## config.mk

```make
export PLATFORM = sky130hd
export DESIGN_NAME = uart_prog_loader
export DESIGN_NICKNAME = d
export VERILOG_FILES = /design/src/rtl/uart_prog_loader_pkg.sv /design/src/rtl/uart_rx.sv /design/src/rtl/uart_prog_loader.sv
export SDC_FILE = /design/constraint.sdc
export NUM_CORES = 1
export LEC_CHECK = 0
export BUFFER_PORTS_ARGS = -buffer_cell sky130_fd_sc_hd__buf_2
export CORE_ASPECT_RATIO = 0.9
export CORE_MARGIN = 1.5
export CORE_UTILIZATION = 60
export CTS_BUF_LIST = sky130_fd_sc_hd__clkbuf_2 sky130_fd_sc_hd__clkbuf_4 sky130_fd_sc_hd__clkbuf_8
export CTS_CLUSTER_SIZE = 16
export DETAILED_ROUTE_END_ITERATION = 10
export GPL_TIMING_DRIVEN = 0
export PLACE_DENSITY = 0.8
export REMOVE_ABC_BUFFERS = 1
export SETUP_SLACK_MARGIN = 0.3
export SLEW_MARGIN = 20
export SYNTH_ARGS = -nofsm -noshare
export SYNTH_HDL_FRONTEND = slang
export SYNTH_SLANG_ARGS = --single-unit
```

## constraint.sdc

```tcl
create_clock -name clk_i -period 3.99 [get_ports clk_i]
set_input_delay 0 -clock clk_i [delete_from_list [all_inputs] [get_ports clk_i]]
set_output_delay 0 -clock clk_i [all_outputs]
set_load 0.05 [all_outputs]
```

## src/rtl/uart_prog_loader_pkg.sv

```systemverilog
// Shared types and constants for the UART program loader.
package uart_prog_loader_pkg;

  typedef enum logic [1:0] {
    IDLE  = 2'd0,
    START = 2'd1,
    DATA  = 2'd2,
    STOP  = 2'd3
  } rx_state_e;

  localparam logic [31:0] END_WORD_DEF = 32'h0000_0FFF;
  localparam int unsigned BYTE_CNT_W   = 2;
  localparam int unsigned BYTE_W       = 8;

endpackage

```

## src/rtl/uart_rx.sv

```systemverilog
// 8N1 UART receiver: 2-flop synchronizer plus bit-level framing FSM.
module uart_rx
  import uart_prog_loader_pkg::*;
#(
  parameter int unsigned CLKS_PER_BIT = 347
) (
  input  logic              clk_i,
  input  logic              rst_ni,
  input  logic              rx_i,
  output logic [BYTE_W-1:0] byte_o,
  output logic              byte_valid_o,
  output logic              frame_err_o
);

  localparam int unsigned CNT_W = $clog2(CLKS_PER_BIT);
  localparam logic [CNT_W-1:0] BIT_LAST = CNT_W'(CLKS_PER_BIT - 1);
  localparam logic [CNT_W-1:0] BIT_HALF = CNT_W'(CLKS_PER_BIT / 2);

  rx_state_e         state_q, state_d;
  logic [1:0]        sync_q, sync_d;
  logic [1:0]        settle_q, settle_d;
  logic              prev_q, prev_d;
  logic [CNT_W-1:0]  cnt_q, cnt_d;
  logic [2:0]        bit_q, bit_d;
  logic [BYTE_W-1:0] shift_q, shift_d;
  logic              valid_q, valid_d;
  logic              ferr_q, ferr_d;
  logic              rx_s;
  logic              fall;

  assign rx_s = sync_q[1];
  // prev only arms after the synchronizer holds real line data, so a line
  // stuck low across reset is not mistaken for a start bit.
  assign fall = prev_q & ~rx_s;

  assign byte_o       = shift_q;
  assign byte_valid_o = valid_q;
  assign frame_err_o  = ferr_q;

  always_comb begin
    sync_d   = {sync_q[0], rx_i};
    settle_d = {settle_q[0], 1'b1};
    prev_d   = settle_q[1] & rx_s;
    state_d  = state_q;
    cnt_d    = cnt_q;
    bit_d    = bit_q;
    shift_d  = shift_q;
    valid_d  = 1'b0;
    ferr_d   = 1'b0;
    case (state_q)
      IDLE: begin
        cnt_d = '0;
        bit_d = '0;
        if (fall) state_d = START;
      end
      START: begin
        if (cnt_q == BIT_HALF) begin
          cnt_d   = '0;
          state_d = rx_s ? IDLE : DATA;
        end else begin
          cnt_d = cnt_q + CNT_W'(1);
        end
      end
      DATA: begin
        if (cnt_q == BIT_LAST) begin
          cnt_d   = '0;
          shift_d = {rx_s, shift_q[BYTE_W-1:1]};
          bit_d   = bit_q + 3'd1;
          if (bit_q == 3'd7) state_d = STOP;
        end else begin
          cnt_d = cnt_q + CNT_W'(1);
        end
      end
      STOP: begin
        if (cnt_q == BIT_LAST) begin
          cnt_d   = '0;
          state_d = IDLE;
          valid_d = rx_s;
          ferr_d  = ~rx_s;
        end else begin
          cnt_d = cnt_q + CNT_W'(1);
        end
      end
      default: state_d = IDLE;
    endcase
  end

  always_ff @(posedge clk_i or negedge rst_ni) begin
    if (!rst_ni) begin
      state_q  <= IDLE;
      sync_q   <= 2'b11;
      settle_q <= 2'b00;
      prev_q   <= 1'b0;
      cnt_q    <= '0;
      bit_q    <= '0;
      shift_q  <= '0;
      valid_q  <= 1'b0;
      ferr_q   <= 1'b0;
    end else begin
      state_q  <= state_d;
      sync_q   <= sync_d;
      settle_q <= settle_d;
      prev_q   <= prev_d;
      cnt_q    <= cnt_d;
      bit_q    <= bit_d;
      shift_q  <= shift_d;
      valid_q  <= valid_d;
      ferr_q   <= ferr_d;
    end
  end

endmodule

```

## src/rtl/uart_prog_loader.sv

```systemverilog
// UART program loader: assembles LE words into instruction memory, then releases the core.
// Optional trailing checksum word enabled by UART_PROG_LOADER_CHECKSUM_EN.
module uart_prog_loader
  import uart_prog_loader_pkg::*;
#(
  parameter int unsigned CLKS_PER_BIT = 347,
  parameter int unsigned ADDR_W       = 10,
  parameter logic [31:0] END_WORD     = END_WORD_DEF
) (
  input  logic              clk_i,
  input  logic              rst_ni,
  input  logic              en_i,
  input  logic              rx_i,
  output logic              we_o,
  output logic [ADDR_W-1:0] addr_o,
  output logic [31:0]       wdata_o,
  output logic              prog_done_o,
  output logic              core_rst_no,
  output logic              prog_err_o
);

  localparam logic [ADDR_W-1:0] ADDR_MAX = '1;

  logic [BYTE_W-1:0]     rx_byte;
  logic                  rx_valid;
  logic                  rx_ferr;

  logic [31:0]           word_q, word_d;
  logic [BYTE_CNT_W-1:0] byte_cnt_q, byte_cnt_d;
  logic                  we_q, we_d;
  logic [ADDR_W-1:0]     addr_q, addr_d;
  logic [31:0]           wdata_q, wdata_d;
  logic                  full_q, full_d;
  logic                  done_q, done_d;
  logic                  err_q, err_d;
  logic                  core_rst_q, core_rst_d;
  logic [31:0]           word_nxt;
  logic                  accept;
  logic                  word_done;
`ifdef UART_PROG_LOADER_CHECKSUM_EN
  logic [31:0]           sum_q, sum_d;
  logic                  chk_q, chk_d;
`endif

  uart_rx #(
    .CLKS_PER_BIT(CLKS_PER_BIT)
  ) u_rx (
    .clk_i       (clk_i),
    .rst_ni      (rst_ni),
    .rx_i        (rx_i),
    .byte_o      (rx_byte),
    .byte_valid_o(rx_valid),
    .frame_err_o (rx_ferr)
  );

  assign accept    = rx_valid & en_i & ~done_q;
  assign word_done = accept & (byte_cnt_q == BYTE_CNT_W'(3));

  // Little-endian lane insert of the incoming byte.
  always_comb begin
    word_nxt = word_q;
    case (byte_cnt_q)
      2'd0:    word_nxt[7:0]   = rx_byte;
      2'd1:    word_nxt[15:8]  = rx_byte;
      2'd2:    word_nxt[23:16] = rx_byte;
      default: word_nxt[31:24] = rx_byte;
    endcase
  end

  always_comb begin
    word_d     = word_q;
    byte_cnt_d = byte_cnt_q;
    we_d       = 1'b0;
    addr_d     = addr_q;
    wdata_d    = wdata_q;
    full_d     = full_q;
    done_d     = done_q;
    err_d      = err_q | rx_ferr;
`ifdef UART_PROG_LOADER_CHECKSUM_EN
    sum_d      = sum_q;
    chk_d      = chk_q;
`endif
    // Address advances the cycle after the strobe; the top address saturates.
    if (we_q) begin
      if (addr_q == ADDR_MAX) full_d = 1'b1;
      else                    addr_d = addr_q + ADDR_W'(1);
    end
    if (accept) begin
      word_d     = word_nxt;
      byte_cnt_d = byte_cnt_q + BYTE_CNT_W'(1);
    end
    if (word_done) begin
`ifdef UART_PROG_LOADER_CHECKSUM_EN
      if (chk_q) begin
        done_d = 1'b1;
        if (word_nxt != sum_q) err_d = 1'b1;
      end else if (word_nxt == END_WORD) begin
        chk_d = 1'b1;
      end else if (full_q) begin
        err_d = 1'b1;
      end else begin
        we_d    = 1'b1;
        wdata_d = word_nxt;
        sum_d   = sum_q + word_nxt;
      end
`else
      if (word_nxt == END_WORD) begin
        done_d = 1'b1;
      end else if (full_q) begin
        err_d = 1'b1;
      end else begin
        we_d    = 1'b1;
        wdata_d = word_nxt;
      end
`endif
    end
    core_rst_d = done_d & ~err_d;
  end

  always_ff @(posedge clk_i or negedge rst_ni) begin
    if (!rst_ni) begin
      word_q     <= '0;
      byte_cnt_q <= '0;
      we_q       <= 1'b0;
      addr_q     <= '0;
      wdata_q    <= '0;
      full_q     <= 1'b0;
      done_q     <= 1'b0;
      err_q      <= 1'b0;
      core_rst_q <= 1'b0;
`ifdef UART_PROG_LOADER_CHECKSUM_EN
      sum_q      <= '0;
      chk_q      <= 1'b0;
`endif
    end else begin
      word_q     <= word_d;
      byte_cnt_q <= byte_cnt_d;
      we_q       <= we_d;
      addr_q     <= addr_d;
      wdata_q    <= wdata_d;
      full_q     <= full_d;
      done_q     <= done_d;
      err_q      <= err_d;
      core_rst_q <= core_rst_d;
`ifdef UART_PROG_LOADER_CHECKSUM_EN
      sum_q      <= sum_d;
      chk_q      <= chk_d;
`endif
    end
  end

  assign we_o        = we_q;
  assign addr_o      = addr_q;
  assign wdata_o     = wdata_q;
  assign prog_done_o = done_q;
  assign prog_err_o  = err_q;
  assign core_rst_no = core_rst_q;

endmodule

```

==> key figures, run 1 <==
Finish
  • Storage element area: 0.00276 sq mm
  • Layout cells sized above 1: 0.403
  • Most common cell after layout, fill and taps aside: dfrtp_1
  • Fin util: 0.701
  • FILL cells: 581
  • Post-route cell area: approximately 0.0057 sq mm
  • Nets: 446
  • N_diodes: 0
  • Most frequent cells in the layout: 108 x dfrtp_1, 74 x mux2_2, 48 x buf_2
  • Area Growth Syn to Fin: 11.7%
  • Area of the multi-input gates: between 0.002 and 0.0025 sq mm
  • Non-Filler Instances: 552

Setup path
  • Worst setup EP type: register
  • Critical Path RT: approximately 4.2 ns
  • Critical R2R Capture: wdata_o[11]
  • Flop2flop setup slack: 0.96 ns
  • CP delay by family, top: compound AO/OA/AOI/OAI gates
  • Slowest CP cell: ha_1
  • Worst path depth: 9
  • Worst-path fanout max: 15
  • Startpoint types: register
  • R2r startpoint: byte_cnt_q[0]
  • R2R cell count: 9
  • CP Class: register to register
  • WP data arrival: ~3.3 ns
  • Worst path max stage delay: 0.59 ns
  • CP most frequent cell: buf_6
  • Worst Path Buf+Inv: 3
  • Crit-path cells: inv_1 > ha_1 > nor2b_1 > a32oi_1 > a2111oi_4 > a211oi_4 > buf_6 > buf_6 > mux2_4

Yosys
  • Netlist cell types: between 40 and 50
  • Ys Warns: 0
  • Syn_area_per_cell: between 10 and 15 sq um
  • EDFF count, synth: 0
  • Post-Synthesis Cells: 384
  • Sequential share of the synthesized area: 0.537
  • #FFs+latches synth: 110
  • Post-synthesis async set-or-reset flop share: 1.00
  • Mapped cell area: 0.00513 sq mm
  • Primary FF master, synth: dfrtp_1

GRT
  • Largest net degree at the start of global routing: between 70 and 80
  • Overall routing resource usage: 0.220
  • Met2 usage: 0.344
  • Met3 Use GR: 0.0511
  • Gr busiest metal: met2
  • Overflow after GRT: 0
  • Vias in the first global route: 3121
  • Initial antenna violation count: 0
  • First-pass GRT wire length: 15700 microns
  • Met1 layer usage reported by global route: 0.315

Die
  • Rows: 31
  • Top Ports: 50
  • Starting Density: 0.627
  • DIE HEIGHT: 90.8 microns
  • Core area: between 0.008 and 0.009 sq mm
  • Die Span X: 101 microns
  • Die area: 0.00912 sq mm

STA
  • Slew @ Worst Pin: a little under 0.7 ns
  • Final slew viol count: 0
  • Setup ws final: between 0.9 and 1 ns
  • Fin. Hold Viols: 0
  • Finish-stage setup viols: 0
  • Clk_skew: 0.0147 ns
  • Worst slew margin: 0.548
  • Unrepaired setup endpoints after global routing: no
  • Hold Slack: roughly 0.079 ns
  • Fin crit share: 0.760
  • Tmin final: 3.03 ns
  • Fmax achieved: roughly 330 MHz
  • Final setup TNS: 0 ns

Power and ir drop
  • Peak supply drop: 0.293 mV
  • Total Power: 2.00 mW
  • Leakage: 2.91 nW
  • Power per Cell Area: roughly 350 mW/mm^2

Routing
  • Starting DRT DRC Count: 178
  • Antenna viol nets, final: 0
  • First-pass DRT Iterations: 4
  • Routed wire length: just over 9000 microns
  • Vias post-DR: about 3100
  • Vias/cell: 5.60
  • Post-route DRC: 0
  • Routed len/inst: 16.5 microns

Clock network
  • CTS tree: done
  • Hold_buf cts: 2
  • Worst-Skew Late Latency: 0.37 ns
  • Worst-path clk slew: 0.11 ns
  • Clk sinks: 110
  • Number of setup buffers added after CTS: 0
  • CTS root buffer: clkbuf_8
  • Post-CTS Resized: 0
  • CTS H-tree lvls: 3
  • Num CTS Buffers: 9
  • Longest Clk Path Bufs: 2

Place
  • Dpl cell area: 0.00549 sq mm
  • Dpl hpwl: 6220 microns
  • Pre-CTS setup slack: 1.02 ns
  • Placed Instances: 534
  • Placer Congestion: slightly above 0.8
  • Port bufs: 49

Run status
  • Status: completed

Flow run
  • Max cap viols: 0

Worst hold path
  • Hold Crit Class: primary input to asynchronous set/reset pin
## per-layer routing
metal	wire [microns]	vias up
li1	-	1454
met1	4370	1568
met2	4340	59
met3	314	10
met4	98	0
met5	0	-
## area by class of cell
cell class / count / area share
clock inverters: 6 / 0.0159
well taps: 115 / 0.0251
multi-input cells: 247 / 0.391
inverters: 9 / 0.00589
repair buffers: 55 / 0.0580
flip-flops and latches: 110 / 0.480
clock buffers: 10 / 0.0240
## cells by family (layout without fill, tap and decap cells)
| group | Yosys count | count (layout) | share of synthesized area |
|---|---|---|---|
| DFF | 110 | 110 | 0.537 |
| muxes | 103 | 103 | 0.246 |
| and+or+nand+nor | 93 | 93 | 0.0941 |
| buffers and inverters | 27 | 80 | 0.0266 |
| AOI/OAI and AO/OA | 23 | 23 | 0.0424 |
| xor gates and xnor gates | 17 | 17 | 0.0290 |
| adders and majority gates | 10 | 10 | 0.0244 |
| other | 1 | 1 | 0.000730 |
## cell usage after synthesis, types with 4 or more instances
| library cell | instances | area share |
|---|---|---|
| nand4_1 | 7 | 0.0085 |
| xnor2_1 | 12 | 0.020 |
| o21ai_0 | 4 | 0.0039 |
| mux2_4 | 28 | 0.082 |
| mux2_2 | 74 | 0.16 |
| ha_1 | 10 | 0.024 |
| nand2_1 | 22 | 0.016 |
| nor2_1 | 21 | 0.015 |
| inv_1 | 9 | 0.0066 |
| xor2_1 | 5 | 0.0085 |
| dfrtp_1 | 108 | 0.53 |
| nor3b_1 | 5 | 0.0073 |
| nand3_1 | 10 | 0.0097 |
| buf_2 | 4 | 0.0039 |
| nor3_1 | 8 | 0.0078 |
| clkbuf_1 | 9 | 0.0066 |
## how the worst max path moves through the flow
stage                  start           to  slack [ns]
2_1_floorplan  byte_cnt_q[0]   wdata_o[0]        0.70
3_3_place_gp   byte_cnt_q[0]   wdata_o[0]        0.09
3_5_place_dp   byte_cnt_q[0]  wdata_o[11]        1.02
4_1_cts        byte_cnt_q[0]  wdata_o[11]        0.95
5_1_grt        byte_cnt_q[0]  wdata_o[11]        0.83
6_report       byte_cnt_q[0]  wdata_o[11]        0.96
## flip-flops by register name, summed over array words and instances, names as in the netlist, 2 cells and up, named ones only
signal and count:
addr_o 10, byte_cnt_q 2, u_rx.bit_q 3, u_rx.byte_o 8, u_rx.cnt_q 9, u_rx.settle_q 2
u_rx.sync_q 2, wdata_o 32, word_q 32
## report_power, final
part / total [mW] / leakage, nW / internal (mW) / switching, mW
logic: 0.0930 / 1.29 / 0.0302 / 0.0629
registers: 1.16 / 1.51 / 1.13 / 0.0252
clock network: 0.752 / 0.117 / 0.376 / 0.376
total: 2.00 / 2.91 / 1.54 / 0.464
(Power assumes the default switching activity.)
==> run 2: changes to the inputs <==
==> constraint.sdc (replaced) <==
create_clock -name clk_i -period 3.06 [get_ports clk_i]
set_input_delay 0 -clock clk_i [delete_from_list [all_inputs] [get_ports clk_i]]
set_output_delay 0 -clock clk_i [all_outputs]
set_load 0.05 [all_outputs]
==> run 2 against run 1 <==
- via count grew 1.5%
- sequential share of layout area shrank 0.45 points
- first-iteration DRC count decreased by 11%
- cell count grew 0.36%
- global-route usage grew 0.13 points
- count of clock-buffer cells in the layout unchanged
- clock skew is 0.0033 ns lower
- core utilization is 0.69 points higher
- combinational power up 30%
- critical path depth unchanged
- register-to-register slack lost 0.52 ns
- critical endpoint unchanged
- largest cell class unchanged
- highest routed layer unchanged
==> key figures, run 2 (synthesis results as in run 1) <==
Run status
  • Status: completed

Clock network
  • CTS tree: done
  • Worst-path clk slew: 0.10 ns (about the same)
  • Worst-Skew Late Latency: 0.37 ns (about the same)
  • Num CTS Buffers: 9 (unchanged)
  • Clk sinks: 110 (unchanged)
  • CTS root buffer: clkbuf_8
  • Longest Clk Path Bufs: 2 (unchanged)
  • CTS H-tree lvls: 3 (unchanged)

Setup path
  • CP Class: register to register
  • WP data arrival: 2.87 ns (-0.41 ns)
  • R2r startpoint: byte_cnt_q[1]
  • Startpoint types: register
  • Worst setup EP type: register
  • Flop2flop setup slack: 0.44 ns (-0.52 ns)
  • R2R cell count: 9 (unchanged)
  • Critical R2R Capture: wdata_o[11]
  • Critical Path RT: 3.31 ns (-0.92 ns)
  • Worst-path fanout max: 15 (unchanged)

Routing
  • First-pass DRT Iterations: 4 (unchanged)
  • Antenna viol nets, final: 0 (unchanged)
  • Vias/cell: 5.66 (+1.1%)
  • Post-route DRC: 0 (unchanged)
  • Routed len/inst: 16.8 microns (+1.7%)
  • Starting DRT DRC Count: 159 (-11%)
  • Routed wire length: 9310 microns (+2.1%)
  • Vias post-DR: 3136 (+1.5%)

Finish
  • Fin util: 0.708 (+0.00688)
  • Layout cells sized above 1: 0.417 (+0.0141)
  • Non-Filler Instances: 554 (+0.36%)
  • Post-route cell area: 0.00579 sq mm (+0.98%)
  • N_diodes: 0 (unchanged)
  • Most frequent cells in the layout: 107 x dfrtp_1, 74 x mux2_2, 48 x buf_2
  • Most common cell after layout, fill and taps aside: dfrtp_1
  • Area Growth Syn to Fin: 12.8%
  • FILL cells: 571 (-1.7%)
  • Nets: 448 (+0.45%)

Die
  • Die area: 0.00912 sq mm (unchanged)
  • Core area: 0.00818 sq mm (unchanged)
  • DIE HEIGHT: 90.8 microns (unchanged)
  • Top Ports: 50 (unchanged)
  • Die Span X: 101 microns (unchanged)
  • Rows: 31 (unchanged)
  • Starting Density: 0.627 (unchanged)

GRT
  • Vias in the first global route: 3124 (+0.096%)
  • Overflow after GRT: 0 (unchanged)
  • Overall routing resource usage: 0.222 (+0.00133)
  • Largest net degree at the start of global routing: 78 (unchanged)
  • First-pass GRT wire length: 15800 microns (+0.44%)
  • Initial antenna violation count: 0 (unchanged)

STA
  • Fin crit share: 0.857 (+0.0977)
  • Hold Slack: 0.0761 ns (-0.00304 ns)
  • Fin. Hold Viols: 0 (unchanged)
  • Slew @ Worst Pin: 0.647 ns (-0.0310 ns)
  • Fmax achieved: 381 MHz (+16%)
  • Tmin final: 2.62 ns (-0.407 ns)
  • Final setup TNS: 0 ns (unchanged)
  • Final slew viol count: 0 (unchanged)
  • Worst slew margin: 0.565 (+0.0169)
  • Clk_skew: 0.0114 ns (-0.00330 ns)
  • Unrepaired setup endpoints after global routing: no
  • Finish-stage setup viols: 0 (unchanged)
  • Setup ws final: 0.437 ns (-0.523 ns)

Power and ir drop
  • Power per Cell Area: 451 mW/mm^2 (+29%)
  • Leakage: 2.92 nW (+0.30%)
  • Peak supply drop: 0.383 mV (+31%)
  • Total Power: 2.61 mW (+30%)

Flow run
  • Max cap viols: 0 (unchanged)

Place
  • Placed Instances: 534 (unchanged)
  • Placer Congestion: 0.823 (unchanged)
  • Port bufs: 49 (unchanged)
  • Pre-CTS setup slack: 0.0923 ns (-0.930 ns)
  • Dpl cell area: 0.00549 sq mm (unchanged)
  • Dpl hpwl: 6220 microns (unchanged)

Worst hold path
  • Hold Crit Class: primary input to asynchronous set/reset pin
[run 2: changes by cell type in the layout (fill, tap and decap cells not counted), sizes merged]
cell / previous run / this run
buf: 53 / 55
[run 2: worst max path at each step]
stage                  endpoint  cells past startpoint           from
CTS                 wdata_o[11]                      9  byte_cnt_q[1]
global placement     wdata_o[0]                      7  byte_cnt_q[0]
detailed placement  wdata_o[11]                      9  byte_cnt_q[0]
finish              wdata_o[11]                      9  byte_cnt_q[1]
global route        wdata_o[11]                      9  byte_cnt_q[0]
floorplan            wdata_o[0]                      7  byte_cnt_q[0]
[run 2: area by class of cell]
cell class	instances	area (sq um)	area share
Sequential cell	110	2760	0.476
Multi-Input combinational cell	247	2280	0.394
Timing Repair Buffer	57	348	0.0600
Tap cell	115	144	0.0248
Clock buffer	10	138	0.0238
Clock inverter	6	91.3	0.0158
Inverter	9	33.8	0.00583
[run 2: metal layers]
layer	wire, microns	GRT usage	share of wire	up-vias
met5	0	0	0	-
met4	91	0.0505	0.0098	0
met3	297	0.0511	0.032	9
met2	4440	0.347	0.48	69
met1	4480	0.317	0.48	1598
li1	-	-	-	1460
[run 2: repair_timing]
action                                  4_1_cts  5_1_grt
pin swaps                                     0        2
resized for setup                             4        4
buffers inserted                              0        2
hold buffers                                  2        0
endpoints found under the setup margin       29       11
cloned                                        0        0
endpoints found under the hold margin       109        0
[run 2: where the power goes]
part	leakage, nW	switching [mW]	internal [mW]	total (mW)
Clock	0.117	0.487	0.490	0.977
Sequential	1.51	0.0329	1.48	1.51
Combinational	1.30	0.0821	0.0393	0.121
[run 2: worst max-delay path, cell delays in order (launching register included)]
cell	delay [ns]
dfrtp_1	0.43
inv_1	0.14
ha_4	0.25
nor2b_1	0.17
nand4_1	0.20
a2111oi_4	0.51
a211oi_4	0.12
buf_6	0.18
buf_6	0.17
mux2_4	0.31
